File: src/rtl/hazard_detection_unit.sv
// Decode-stage hazard controller: stalls on load-use and multi-cycle MEM sequences, flushes on taken branches.
// Control lines are combinational from the current state; Afterbubble is IDEXFlush delayed by one cycle.
module hazard_detection_unit #(
   parameter int REG_W = 4,
   parameter int CNT_W = 2
) (
   input  logic             clk,
   input  logic             rst_n,
   input  logic [REG_W-1:0] IDRegsrc,
   input  logic [REG_W-1:0] IDRegdest,
   input  logic             IDUseSrc,
   input  logic             IDUseDest,
   input  logic [REG_W-1:0] EXRegdest,
   input  logic             EXMemRead,
   input  logic             EXBranchTaken,
   input  logic             MEMMultiStart,
   input  logic [CNT_W-1:0] MEMMultiLen,
   output logic             PCWrite,
   output logic             IFIDWrite,
   output logic             IFIDFlush,
   output logic             IDEXFlush,
   output logic             Afterbubble
);

   typedef enum logic [1:0] {RUN, LOADSTALL, MEMBUSY} state_t;

   state_t           state, state_nxt;
   logic [CNT_W-1:0] cnt, cnt_nxt;
   logic [CNT_W-1:0] start_cnt;
   logic             load_use;

   assign load_use = EXMemRead &&
                     ((IDUseSrc  && (IDRegsrc  == EXRegdest)) ||
                      (IDUseDest && (IDRegdest == EXRegdest)));

   // A zero length behaves like a one-cycle sequence.
   assign start_cnt = (MEMMultiLen == '0) ? '0 : MEMMultiLen - 1'b1;

   always_comb begin
      PCWrite   = 1'b1;
      IFIDWrite = 1'b1;
      IFIDFlush = 1'b0;
      IDEXFlush = 1'b0;
      state_nxt = state;
      cnt_nxt   = cnt;
      case (state)
         RUN, LOADSTALL: begin
            state_nxt = RUN;
            if (MEMMultiStart) begin
               PCWrite   = EXBranchTaken;
               IFIDWrite = 1'b0;
               IFIDFlush = EXBranchTaken;
               IDEXFlush = 1'b1;
               cnt_nxt   = start_cnt;
               state_nxt = (start_cnt == '0) ? RUN : MEMBUSY;
            end else if (EXBranchTaken) begin
               IFIDFlush = 1'b1;
               IDEXFlush = 1'b1;
            end else if (state == RUN && load_use) begin
               PCWrite   = 1'b0;
               IFIDWrite = 1'b0;
               IDEXFlush = 1'b1;
               state_nxt = LOADSTALL;
            end
         end
         MEMBUSY: begin
            PCWrite   = 1'b0;
            IFIDWrite = 1'b0;
            IDEXFlush = 1'b1;
            cnt_nxt   = cnt - 1'b1;
            // Leaving on cnt==0 too keeps a corrupted counter from wedging the pipe.
            if (cnt <= 1) state_nxt = RUN;
         end
         default: state_nxt = RUN;
      endcase
      if (!rst_n) begin
         PCWrite   = 1'b0;
         IFIDWrite = 1'b0;
         IFIDFlush = 1'b1;
         IDEXFlush = 1'b1;
      end
   end

   always_ff @(posedge clk or negedge rst_n) begin
      if (!rst_n) begin
         state       <= RUN;
         cnt         <= '0;
         Afterbubble <= 1'b0;
      end else begin
         state       <= state_nxt;
         cnt         <= cnt_nxt;
         Afterbubble <= IDEXFlush;
      end
   end

endmodule

File: config.mk
export PLATFORM = sky130hd
export DESIGN_NAME = hazard_detection_unit
export DESIGN_NICKNAME = d
export VERILOG_FILES = /design/src/rtl/hazard_detection_unit.sv
export SDC_FILE = /design/constraint.sdc
export NUM_CORES = 1
export LEC_CHECK = 0
export ABC_CLOCK_PERIOD_IN_PS = 1300
export CAP_MARGIN = 10
export CORE_MARGIN = 2
export CORE_UTILIZATION = 25
export DETAILED_ROUTE_END_ITERATION = 16
export PLACE_DENSITY = 0.68
export SYNTH_ARGS = -nofsm -noshare
export SYNTH_HDL_FRONTEND = slang
export SYNTH_SLANG_ARGS = --single-unit
File: constraint.sdc
create_clock -name clk -period 1.3 [get_ports clk]
set_input_delay 0.195 -clock clk [delete_from_list [all_inputs] [get_ports clk]]
set_output_delay 0.195 -clock clk [all_outputs]
set_load 0.02 [all_outputs]
* Word level (Yosys, flattened, before mapping) *
Cells that the tools add are included.

storage, ports and cells
  output and inout bits = 5
  logic and storage cells = 49
  input bits = 21
  bits in registers = 5

cells by class
  equal/unequal tests = 6
  magnitude comparators = 1
  reductions and logical operators = 11
  mux-type cells = 26
  add/sub/neg operators = 2

operators with widths
  cell                                                 count
  two-way mux 1 bit                                    16
  two-way mux 2 bit                                    5
  equality test 4 bit                                  2
  one-hot mux 2 bit (2 select lines)                   2
  logical NOT 2 bit                                    3
  one-hot mux 1 bit (2 select lines)                   3
  logical AND 1 bit                                    4
  inequality test 2 bit, second input constant         2
  subtractor 2 x 1 -> 2 bit, second input constant     2
  equality test 2 x 1 -> 1 bit, second input constant  1
  equality test 2 bit, second input constant           1
  <= comparator 2 x 1 -> 1 bit, second input constant  1
  AND reduction 2 bit                                  1
  nonzero test 2 bit                                   1
  OR reduction 2 bit                                   1
  logical OR 1 bit                                     1

* Depth between registers and ports, before layout *
Gate-level depths: netlist (run 1).

  word-level depth = 10
  mapped depth = 5
  depth with buffers taken out = 5

* Least setup slack after synthesis (run 1) *
OpenSTA, ideal clock, no wires.

  path type = register -> output
  start = register state[1]
  end = output IFIDWrite
  arrival time = 1178 ps
  stages on the path, launching flop included = 4
  data required time = 1105 ps
  path slack = -73 ps
  buffers on the path = 0
  cell sequence = dfrtp_1 nand2b_1 nand2_1 nor3b_1

between the ends
  word-level cells in the longest chain between the ends = 7
  elaborated cells on any way between the ends = 10
  classes of those cells = eq/ne: 2; mux: 5; reduce/logical: 3

ends and longest elaborated chain
  what                                    RTL line  RTL
  from (decl)                             27        state_t state, state_nxt;
  from (signal assigned)                  90        state <= state_nxt;
  logical NOT 2 bit                       46, 59
  logical AND 1 bit                       59        end else if (state == RUN && load_use) begin
  two-way mux 1 bit                       59
  two-way mux 1 bit                       56        end else if (EXBranchTaken) begin
  two-way mux 1 bit                       49        if (MEMMultiStart) begin
  one-hot mux 1 bit (2 select lines) (*)  46        case (state)
  two-way mux 1 bit (*)                   76        if (!rst_n) begin
  to (decl)                               19        output logic IFIDWrite,

Mark *: on every way between the ends. The rest lies on a longest branch, timed or not.

* Worst setup path in the final report (run 1) *
  start = input IDUseDest
  end = output PCWrite

between the ends
  word-level cells in the longest chain between the ends = 9

ends and longest elaborated chain
  what                                RTL line  RTL
  from (decl)                         12        input logic IDUseDest,
  logical AND 1 bit                   34        (IDUseDest && (IDRegdest == EXRegdest)));
  logical OR 1 bit                    33        ((IDUseSrc && (IDRegsrc == EXRegdest)) ||
  logical AND 1 bit                   32        assign load_use = EXMemRead &&
  logical AND 1 bit                   59
  two-way mux 1 bit                   59
  two-way mux 1 bit                   56
  two-way mux 1 bit                   49
  one-hot mux 1 bit (2 select lines)  46
  two-way mux 1 bit                   76
  to (decl)                           18        output logic PCWrite,

No other way between the ends.

==> qor.yml, run 1 <==
sta:
  timing.final.crit_share_pct: 127
  skew_ns: 0.00307
  rsz0062_at_grt: "true"
  setup_viol: 3
  slew_viol_final: 0
  hold_violations: 0
  fin_crit_ns: 1.65
  timing.slew.headroom_pct: 79.8
  tns_ns: -0.904
  timing.fmax_mhz: 608
  setup_slack_ns: -0.346
  worst_pin_slew_ns: 0.301
power:
  power_uw: 892
  p_leak_nw: 0.368
  p_per_area_nw_per_um2: 1140
  irDropWorstVdd_mv: 0.896
yosys:
  ys_warn_count: 0
  synth.largest_area_cell: "dfrtp_1"
  yosys-top-cells-area: "dfrtp_1 33%, xor2_1 14%, o32ai_1 4.6%, xnor2_1 4.6%, inv_1 3.9%"
  avgSynthCellArea_um2: 8.90
  yosys_register_bits: 5
  syn_area_um2: 383
  synth.top_cell.area_share_pct: 32.7
  ys_seq_area_share_pct: 32.7
  ys_types: 20
  synthesis.nets: 65
  syn_inst: 43
clocking:
  numCtsBuffers: 3
  clk_pin_slew_ns: 0.04
  cts_tree: "done"
  clk_latency_ns: 0.24
  cts_buffer_depth: 2
  cts_root_buffer: "clkbuf_4"
  cts_hold_buffers: 0
  htreeDepth: 1
  cts_sinks: 5
run:
  maxCapViolations: 0
min_path:
  holdCritPathClass: "primary input to async pin"
place:
  port-buffer-count: 25
  placed_cell_area_um2: 737
  gp_congestion: 0.724
  pre_cts_ws_ns: -1.11
  hpwl_um: 914
cells_and_area:
  final_nets: 106
  multi_input_area_um2: 295
  drive_gt1_share_pct: 42.2
  synthToLayoutAreaGrowth_pct: 104
  layout.filler_cells: 153
  seqCellArea_um2: 125
  diodes: 0
  design_area_um2: 779
floorplan:
  fp.dieW_um: 43.1
  start_util_pct: 26.0
  fp.coreArea_um2: 1470
  dieArea_um2: 1860
  die_h_um: 43.1
  ios: 26
  rows: 14
grt:
  gr-usage-met1_pct: 19.4
  grt_pass1_vias: 388
  track_usage_pct: 13.7
  grt_start_max_net_pins: 7
  use_met3_pct: 8.94
  antenna_found_initial: 0
  busiest_layer: "met1"
  grt_overflow_total: 0
  grt_pass1_wl_mm: 1.79
  gr-usage-met2_pct: 17.6
worst_setup_path:
  worst_setup_path_start_kind: "primary input"
  worstReg2RegEnd: "cnt[1]$_DFFE_PN0P_"
  critPathCaptureType: "primary output"
  crit_arrival_ns: 1.45
  reg2reg_from: "state[0]$_DFFE_PN0P_"
  r2r_slack_ns: 0.10
  worstRegToRegCells: 5
  cp_max_fo: 2
  crit_type: "primary input to primary output"
  cp.required_ns: 1.11
detailed_routing:
  firstDrtPassIters: 4
  drc: 0
  ant_nets: 0
  wirelength_mm: 1.15
  post_drt_wl_per_cell_um: 11.6
  vias_per_cell: 4.51
  num_vias: 446
  drt_iter0_drc: 10
status:
  status: "complete, but fails checks"
  failed_checks: "negative setup slack"
==> layout make-up <==
cell class	instances	share of cell area (%)
flip-flops and latches	5	16.1
well taps	16	2.57
repair buffers	36	38.2
multi-input cells	34	37.9
inverters	4	1.93
clock buffers	4	3.37
==> per-stage QoR <==
stage               hold slack (ns)  util, %  instances
global route                  0.176     53.0         99
CTS                           0.168     51.2         99
floorplan                    -0.101        -         43
finish                        0.161     53.0         99
global placement              0.499     50.1         93
detailed placement            0.517     50.1         93
==> timing repair <==
item,4_1_cts,5_1_grt
buffers inserted,2,0
pin swaps,15,7
setup endpoints to repair,6,3
resized for setup,66,8
==> worst max-delay path: stages <==
cell,delay [ns]
clkdlybuf4s50_1,0.46
nand4_1,0.11
buf_4,0.17
a211oi_4,0.27
nor2_1,0.08
buf_4,0.16
==> Yosys cell counts <==
cell      n
nor3b_1   1
ha_1      1
a21oi_1   2
nand4_1   2
inv_1     4
and3b_1   1
xnor2_1   2
o21ai_0   1
a211oi_1  1
nor2_1    4
a211oi_2  1
nand2_1   3
nand2b_1  2
xor2_1    6
dfrtp_1   5
a21o_1    1
nor3_1    2
o32ai_1   2
o211ai_1  1
o221ai_2  1
==> layout by cell type, fill, tap and decap left out, drive strengths merged, types with 2 or more instances in the layout <==
master         count
nand2              3
dlygate4sd2        6
buf               23
nand4              2
xor2               6
xnor2              2
o32ai              2
nor3               2
inv                4
clkbuf             5
a211oi             2
clkdlybuf4s50      5
dfrtp              5
nor2               4
nand2b             2
a21oi              2
==> registers in the layout, summed over array words and instances (netlist names) <==
name         flops
state            2
Afterbubble      1
cnt              2
==> worst max path at each step <==
stage | from | end | slack (ns) | cells past startpoint
floorplan | EXRegdest[0] | IDEXFlush | 0.008 | 5
detailed placement | EXRegdest[0] | IDEXFlush | -1.11 | 7
CTS | EXRegdest[1] | IFIDWrite | -0.32 | 8
global placement | EXRegdest[0] | IDEXFlush | -1.08 | 7
finish | IDUseDest | PCWrite | -0.35 | 6
global route | EXRegdest[2] | PCWrite | -0.42 | 8
==> where the power goes <==
part | internal (mW) | total (mW) | switching [mW] | leakage, nW
Clock | 0.116 | 0.183 | 0.0664 | 0.0150
Sequential | 0.205 | 0.242 | 0.0370 | 0.0606
Combinational | 0.250 | 0.467 | 0.218 | 0.292
Total | 0.571 | 0.892 | 0.321 | 0.368
==> cells by family after synthesis <==
kind of cell	synth area share, %
simple gates	20.3
flops	32.7
buf+inv	3.92
fa+ha+maj	3.27
xor+xnor	18.3
compound gates	21.6
==> metal layers <==
metal / up-vias / wire length [um] / part of all wire, %
li1: 233 / - / -
met1: 202 / 548 / 48
met2: 11 / 516 / 45
met3: 0 / 85 / 7.4
met4: 0 / 0 / 0
met5: - / 0 / 0
Power figures use the tool's default switching activity.
==> run 2: changes to the inputs <==
--- a/config.mk
+++ b/config.mk
@@ -6,8 +6,8 @@
 export NUM_CORES = 1
 export LEC_CHECK = 0
 export ABC_CLOCK_PERIOD_IN_PS = 1300
-export CAP_MARGIN = 10
-export CORE_MARGIN = 2
+export CAP_MARGIN = 20
+export CORE_MARGIN = 5
 export CORE_UTILIZATION = 25
 export DETAILED_ROUTE_END_ITERATION = 16
 export PLACE_DENSITY = 0.68
==> run 2 against run 1 <==
Net effect: first-iteration DRC count decreased by 20%; global-route usage is 2.7 points lower; non-clock buffer count grew 2; design area rose by 0.96%; setup slack better by 0.011 ns; via count rose by 5.6%; wire length rose by 5.9%; register-to-register slack about the same; the run still ends with negative setup slack left; count of clock-buffer cells in the layout did not move; die area rose by 30%.
==> qor.yml, run 2 (synthesized netlist as in run 1, its figures left out) <==
worst_setup_path:
  worst_setup_path_start_kind: "primary input"
  critPathCaptureType: "primary output"
  cp.required_ns: 1.11  # about the same
  crit_type: "primary input to primary output"
  r2r_slack_ns: 0.11  # about the same
  cp_max_fo: 3  # +1
  cpMaxStageDelayCell: "and3b_1"
  crit_chain: "buf_6 > xor2_1 > nor3_1 > nand4_1 > and3b_1 > o221ai_4 > buf_6"
  crit_arrival_ns: 1.44  # about the same
  cp_common_cell: "buf_6"
  critPathMaxStageDelay_ns: 0.26  # -0.20 ns
cells_and_area:
  synthToLayoutAreaGrowth_pct: 106
  final_util_pct: 53.5  # +0.51 points
  final_nets: 108  # +1.9%
  design_area_um2: 787  # +0.96%
  seqCellArea_um2: 126  # +1.0%
  multi_input_area_um2: 274  # -7.2%
  final_common_cell: "buf_4"
  drive_gt1_share_pct: 42.4  # +0.18 points
  diodes: 0  # unchanged
  layout_common_cells: "14 x buf_4, 8 x buf_6, 6 x xor2_1, 6 x dlygate4sd2_1, 5 x buf_2"
  reg.largest.list: "cnt x2, state x2, Afterbubble x1"
  layout.filler_cells: 153  # unchanged
grt:
  track_usage_pct: 11.0  # -2.7 points
  grt_start_max_net_pins: 7  # unchanged
  grt_overflow_total: 0  # unchanged
  antenna_found_initial: 0  # unchanged
  grt_pass1_wl_mm: 2.15  # +20%
  grt_pass1_vias: 496  # +28%
detailed_routing:
  firstDrtPassIters: 4  # unchanged
  drt_iter0_drc: 8  # -2
  ant_nets: 0  # unchanged
  vias_per_cell: 4.66  # +3.5%
  drc: 0  # unchanged
  num_vias: 471  # +5.6%
  wirelength_mm: 1.22  # +5.9%
  post_drt_wl_per_cell_um: 12.1  # +3.8%
sta:
  slew_viol_final: 0  # unchanged
  setup_slack_ns: -0.334  # +0.0112 ns
  whs_ns: 0.0623  # -0.0983 ns
  tns_ns: -0.947  # -0.0425 ns
  fin_crit_ns: 1.63  # -0.0112 ns
  timing.fmax_mhz: 612  # +0.68%
  worst_pin_slew_ns: 0.259  # -0.0429 ns
  rsz0062_at_grt: "true"
  setup_viol: 3  # unchanged
  hold_violations: 0  # unchanged
  timing.final.crit_share_pct: 126  # -0.86 points
  skew_ns: 0.000257  # -0.00281 ns
  timing.slew.headroom_pct: 82.7  # +2.9 points
power:
  p_leak_nw: 0.378  # +2.8%
  irDropWorstVdd_mv: 0.569  # -37%
  p_per_area_nw_per_um2: 1130  # -1.7%
  power_uw: 886  # -0.75%
place:
  gp_congestion: 0.694  # -4.2%
  hpwl_um: 991  # +8.5%
  placed_cell_area_um2: 737  # unchanged
  port-buffer-count: 25  # unchanged
clocking:
  clk_pin_slew_ns: 0.04  # about the same
  cts_tree: "done"
  htreeDepth: 1  # unchanged
  cts_sinks: 5  # unchanged
  cts_root_buffer: "clkbuf_4"
  cts_buffer_depth: 2  # unchanged
  clk_latency_ns: 0.23  # about the same
  numCtsBuffers: 3  # unchanged
  cts_hold_buffers: 0  # unchanged
floorplan:
  rows: 14  # unchanged
  dieArea_um2: 2410  # +30%
  start_util_pct: 26.0  # unchanged
  fp.dieW_um: 49.1  # +14%
  ios: 26  # unchanged
  fp.coreArea_um2: 1470  # unchanged
  die_h_um: 49.1  # +14%
status:
  failed_checks: "negative setup slack"
  status: "complete, but fails checks"
min_path:
  holdCritPathClass: "primary input to async pin"
run:
  maxCapViolations: 0  # unchanged
==> run 2: where the power goes <==
group          leakage (nW)  internal (mW)  switching [mW]
Sequential           0.0589          0.206          0.0371
Combinational         0.304          0.253           0.214
Clock                0.0150          0.116          0.0602
==> run 2: cell type report <==
class                           count  area share [%]
Sequential cell                     5            16.1
Timing Repair Buffer               38            41.3
Multi-Input combinational cell     34            34.8
Clock buffer                        4            3.34
Tap cell                           16            2.54
Inverter                            4            1.91
==> run 2: final timing paths <==
kind / startpoint / endpoint / depth (start not counted)
hold reg to reg: cnt[0]$_DFFE_PN0P_ / cnt[0]$_DFFE_PN0P_ / 1
setup reg to reg: state[1]$_DFFE_PN0P_ / cnt[1]$_DFFE_PN0P_ / 5
max in group asynchronous: rst_n / state[0]$_DFFE_PN0P_ / 3
hold / removal: rst_n / Afterbubble$_DFF_PN0_ / 3
min in group clk: rst_n / Afterbubble$_DFF_PN0_ / 3
setup / recovery: IDRegdest[3] / IDEXFlush / 7
==> run 2: metal layers <==
layer / track usage (%) / share of wire [%] / up-vias
met3: 4.28 / 6.0 / 0
met4: 1.35 / 0 / 0
li1: - / - / 239
met1: 15.2 / 45 / 221
met5: 0 / 0 / -
met2: 16.5 / 49 / 11
==> run 2: worst max-delay path, delay by kind of cell <==
family | cells | cell delay [ns]
simple gates | 3 | 0.68
xor+xnor | 1 | 0.14
compound gates | 1 | 0.18
buf+inv | 2 | 0.24
==> run 2: timing repair <==
| item | CTS | global route |
|---|---|---|
| setup buffers | 2 | 2 |
| endpoints found under the hold margin | 0 | 0 |
| pin swaps | 16 | 5 |
| gates resized for setup | 68 | 6 |
| endpoints found under the setup margin | 6 | 5 |
==> run 2: stage by stage <==
| stage | std cells | worst slack, ns |
|---|---|---|
| after global routing | 101 | -0.428 |
| after detailed placement | 93 | -1.12 |
| final | 101 | -0.334 |
| after global placement | 93 | -1.08 |
| after floorplan | 43 | 0.00827 |
| after CTS | 99 | -0.350 |
==> run 3: changes to the inputs <==
--- a/config.mk
+++ b/config.mk
@@ -11,6 +11,7 @@
 export CORE_UTILIZATION = 25
 export DETAILED_ROUTE_END_ITERATION = 16
 export PLACE_DENSITY = 0.68
+export REMOVE_ABC_BUFFERS = 1
 export SYNTH_ARGS = -nofsm -noshare
 export SYNTH_HDL_FRONTEND = slang
 export SYNTH_SLANG_ARGS = --single-unit
==> run 3 against run 2 <==
Net effect: the flow still finishes with violations (negative setup slack); worst hold slack gained 0.0011 ns; wire length is 2.1% lower; global-route usage is 0.48 points higher; clock skew is 0.0011 ns higher; largest cell class unchanged.
==> qor.yml, run 3 (synthesized netlist as in run 1, its figures left out) <==
cells_and_area:
  synthToLayoutAreaGrowth_pct: 96.7
  reg.largest.list: "cnt x2, state x2, Afterbubble x1"
  drive_gt1_share_pct: 40.5  # -1.9 points
  final_common_cell: "buf_4"
  stdcell_count: 100  # -0.99%
  diodes: 0  # unchanged
  final_nets: 107  # -0.93%
  layout_common_cells: "14 x buf_4, 6 x xor2_1"
  design_area_um2: 753  # -4.3%
detailed_routing:
  dr_wl_met3_um: 77  # +5.5%
  met2_length_um: 547  # -8.7%
  m1WireLength_um: 558  # +2.4%
  num_vias: 462  # -1.9%
  vias_per_cell: 4.62  # -0.93%
  post_drt_wl_per_cell_um: 11.9  # -1.1%
  drc: 0  # unchanged
  firstDrtPassIters: 2  # -2
  ant_nets: 0  # unchanged
  wirelength_mm: 1.19  # -2.1%
  top_layer_used: "met4"
  drt_iter0_drc: 6  # -2
floorplan:
  fp.dieW_um: 49.1  # unchanged
  rows: 14  # unchanged
  ios: 26  # unchanged
  dieArea_um2: 2410  # unchanged
  fp.coreArea_um2: 1470  # unchanged
  start_util_pct: 26.0  # unchanged
  die_h_um: 49.1  # unchanged
sta:
  fin_crit_ns: 1.62  # -0.0101 ns
  slew_viol_final: 0  # unchanged
  setup_viol: 3  # unchanged
  hold_violations: 0  # unchanged
  skew_ns: 0.00135  # +0.00109 ns
  worst_pin_slew_ns: 0.230  # -0.0286 ns
  setup_slack_ns: -0.324  # +0.0101 ns
  timing.final.crit_share_pct: 125  # -0.77 points
  tns_ns: -0.887  # +0.0601 ns
  timing.slew.headroom_pct: 84.6  # +1.9 points
  timing.fmax_mhz: 616  # +0.62%
  rsz0062_at_grt: "true"
place:
  gp_congestion: 0.807  # +16%
  port-buffer-count: 25  # unchanged
  pre_cts_ws_ns: -1.07  # +0.0491 ns
  placedCellCount: 95  # +2.2%
  placed_cell_area_um2: 736  # -0.17%
  hpwl_um: 997  # +0.54%
worst_setup_path:
  crit_arrival_ns: 1.43  # about the same
  cp_max_fo: 2  # -1
  crit_type: "primary input to primary output"
  critPathCaptureType: "primary output"
  cp.required_ns: 1.11  # about the same
  worst_setup_path_start_kind: "primary input"
min_path:
  holdCritPathClass: "primary input to async pin"
grt:
  antenna_found_initial: 0  # unchanged
  grt_pass1_wl_mm: 2.13  # -0.93%
  grt_overflow_total: 0  # unchanged
  track_usage_pct: 11.5  # +0.48 points
  grt_pass1_vias: 502  # +1.2%
  grt_start_max_net_pins: 8  # +1
status:
  status: "complete, but fails checks"
  failed_checks: "negative setup slack"
clocking:
  clk_pin_slew_ns: 0.05  # about the same
  cts_buffer_depth: 2  # unchanged
  cts_sinks: 5  # unchanged
  cts_hold_buffers: 0  # unchanged
  clk_latency_ns: 0.24  # about the same
  numCtsBuffers: 3  # unchanged
  cts_root_buffer: "clkbuf_4"
  htreeDepth: 1  # unchanged
  cts_tree: "done"
power:
  irDropWorstVdd_mv: 0.603  # +6.1%
  p_per_area_nw_per_um2: 1170  # +3.6%
  p_leak_nw: 0.371  # -1.9%
  power_uw: 879  # -0.80%
run:
  maxCapViolations: 0  # unchanged
run 3: final cells by class:
| class | count | area, um^2 |
|---|---|---|
| fill | 168 | 718 |
| timing repair buffer | 37 | 303 |
| multi-input combinational | 34 | 263 |
| sequential | 5 | 126 |
| clock buffer | 4 | 26.3 |
| tap | 16 | 20.0 |
| inverter | 4 | 15.0 |
run 3: repair_timing:
action | 4_1_cts | 5_1_grt
buffers inserted | 1 | 0
setup endpoints to repair | 6 | 4
cloned | 0 | 0
resized for setup | 60 | 10
pin swaps | 14 | 10
run 3: final timing paths:
check | startpoint | end | slack, ns | depth (start not counted)
hold reg to reg | cnt[0]$_DFFE_PN0P_ | cnt[0]$_DFFE_PN0P_ | 0.53 | 1
setup reg to reg | state[1]$_DFFE_PN0P_ | cnt[1]$_DFFE_PN0P_ | 0.10 | 5
min in group clk | rst_n | Afterbubble$_DFF_PN0_ | 0.37 | 3
setup / recovery | IDRegsrc[3] | IFIDWrite | -0.32 | 8
hold / removal | rst_n | Afterbubble$_DFF_PN0_ | 0.06 | 3
max in group asynchronous | rst_n | state[1]$_DFFE_PN0P_ | 1.12 | 3
run 3: power breakdown:
group / internal [mW] / switching, mW / leakage (nW)
registers: 0.208 / 0.0378 / 0.0593
clock network: 0.116 / 0.0639 / 0.0150
logic: 0.249 / 0.204 / 0.297
total: 0.572 / 0.306 / 0.371
run 3: worst max-delay path, stage by stage:
cell	delay (ns)
buf_2	0.10
xor2_1	0.15
nor3_1	0.21
nand4_1	0.14
buf_4	0.17
a211oi_4	0.23
nor3b_2	0.07
buf_4	0.16
run 3: per-stage QoR:
step / utilization (%) / hold slack [ns]
after floorplan: - / -0.101
after global placement: 50.0 / 0.504
after detailed placement: 50.0 / 0.510
after CTS: 49.6 / 0.426
after global routing: 51.2 / 0.0768
final: 51.2 / 0.0635
run 3: routing by layer:
| metal | vias up | track usage [%] |
|---|---|---|
| met4 | 0 | 4.04 |
| li1 | 235 | - |
| met3 | 2 | 5.81 |
| met2 | 10 | 17.8 |
| met5 | - | 0 |
| met1 | 215 | 13.4 |
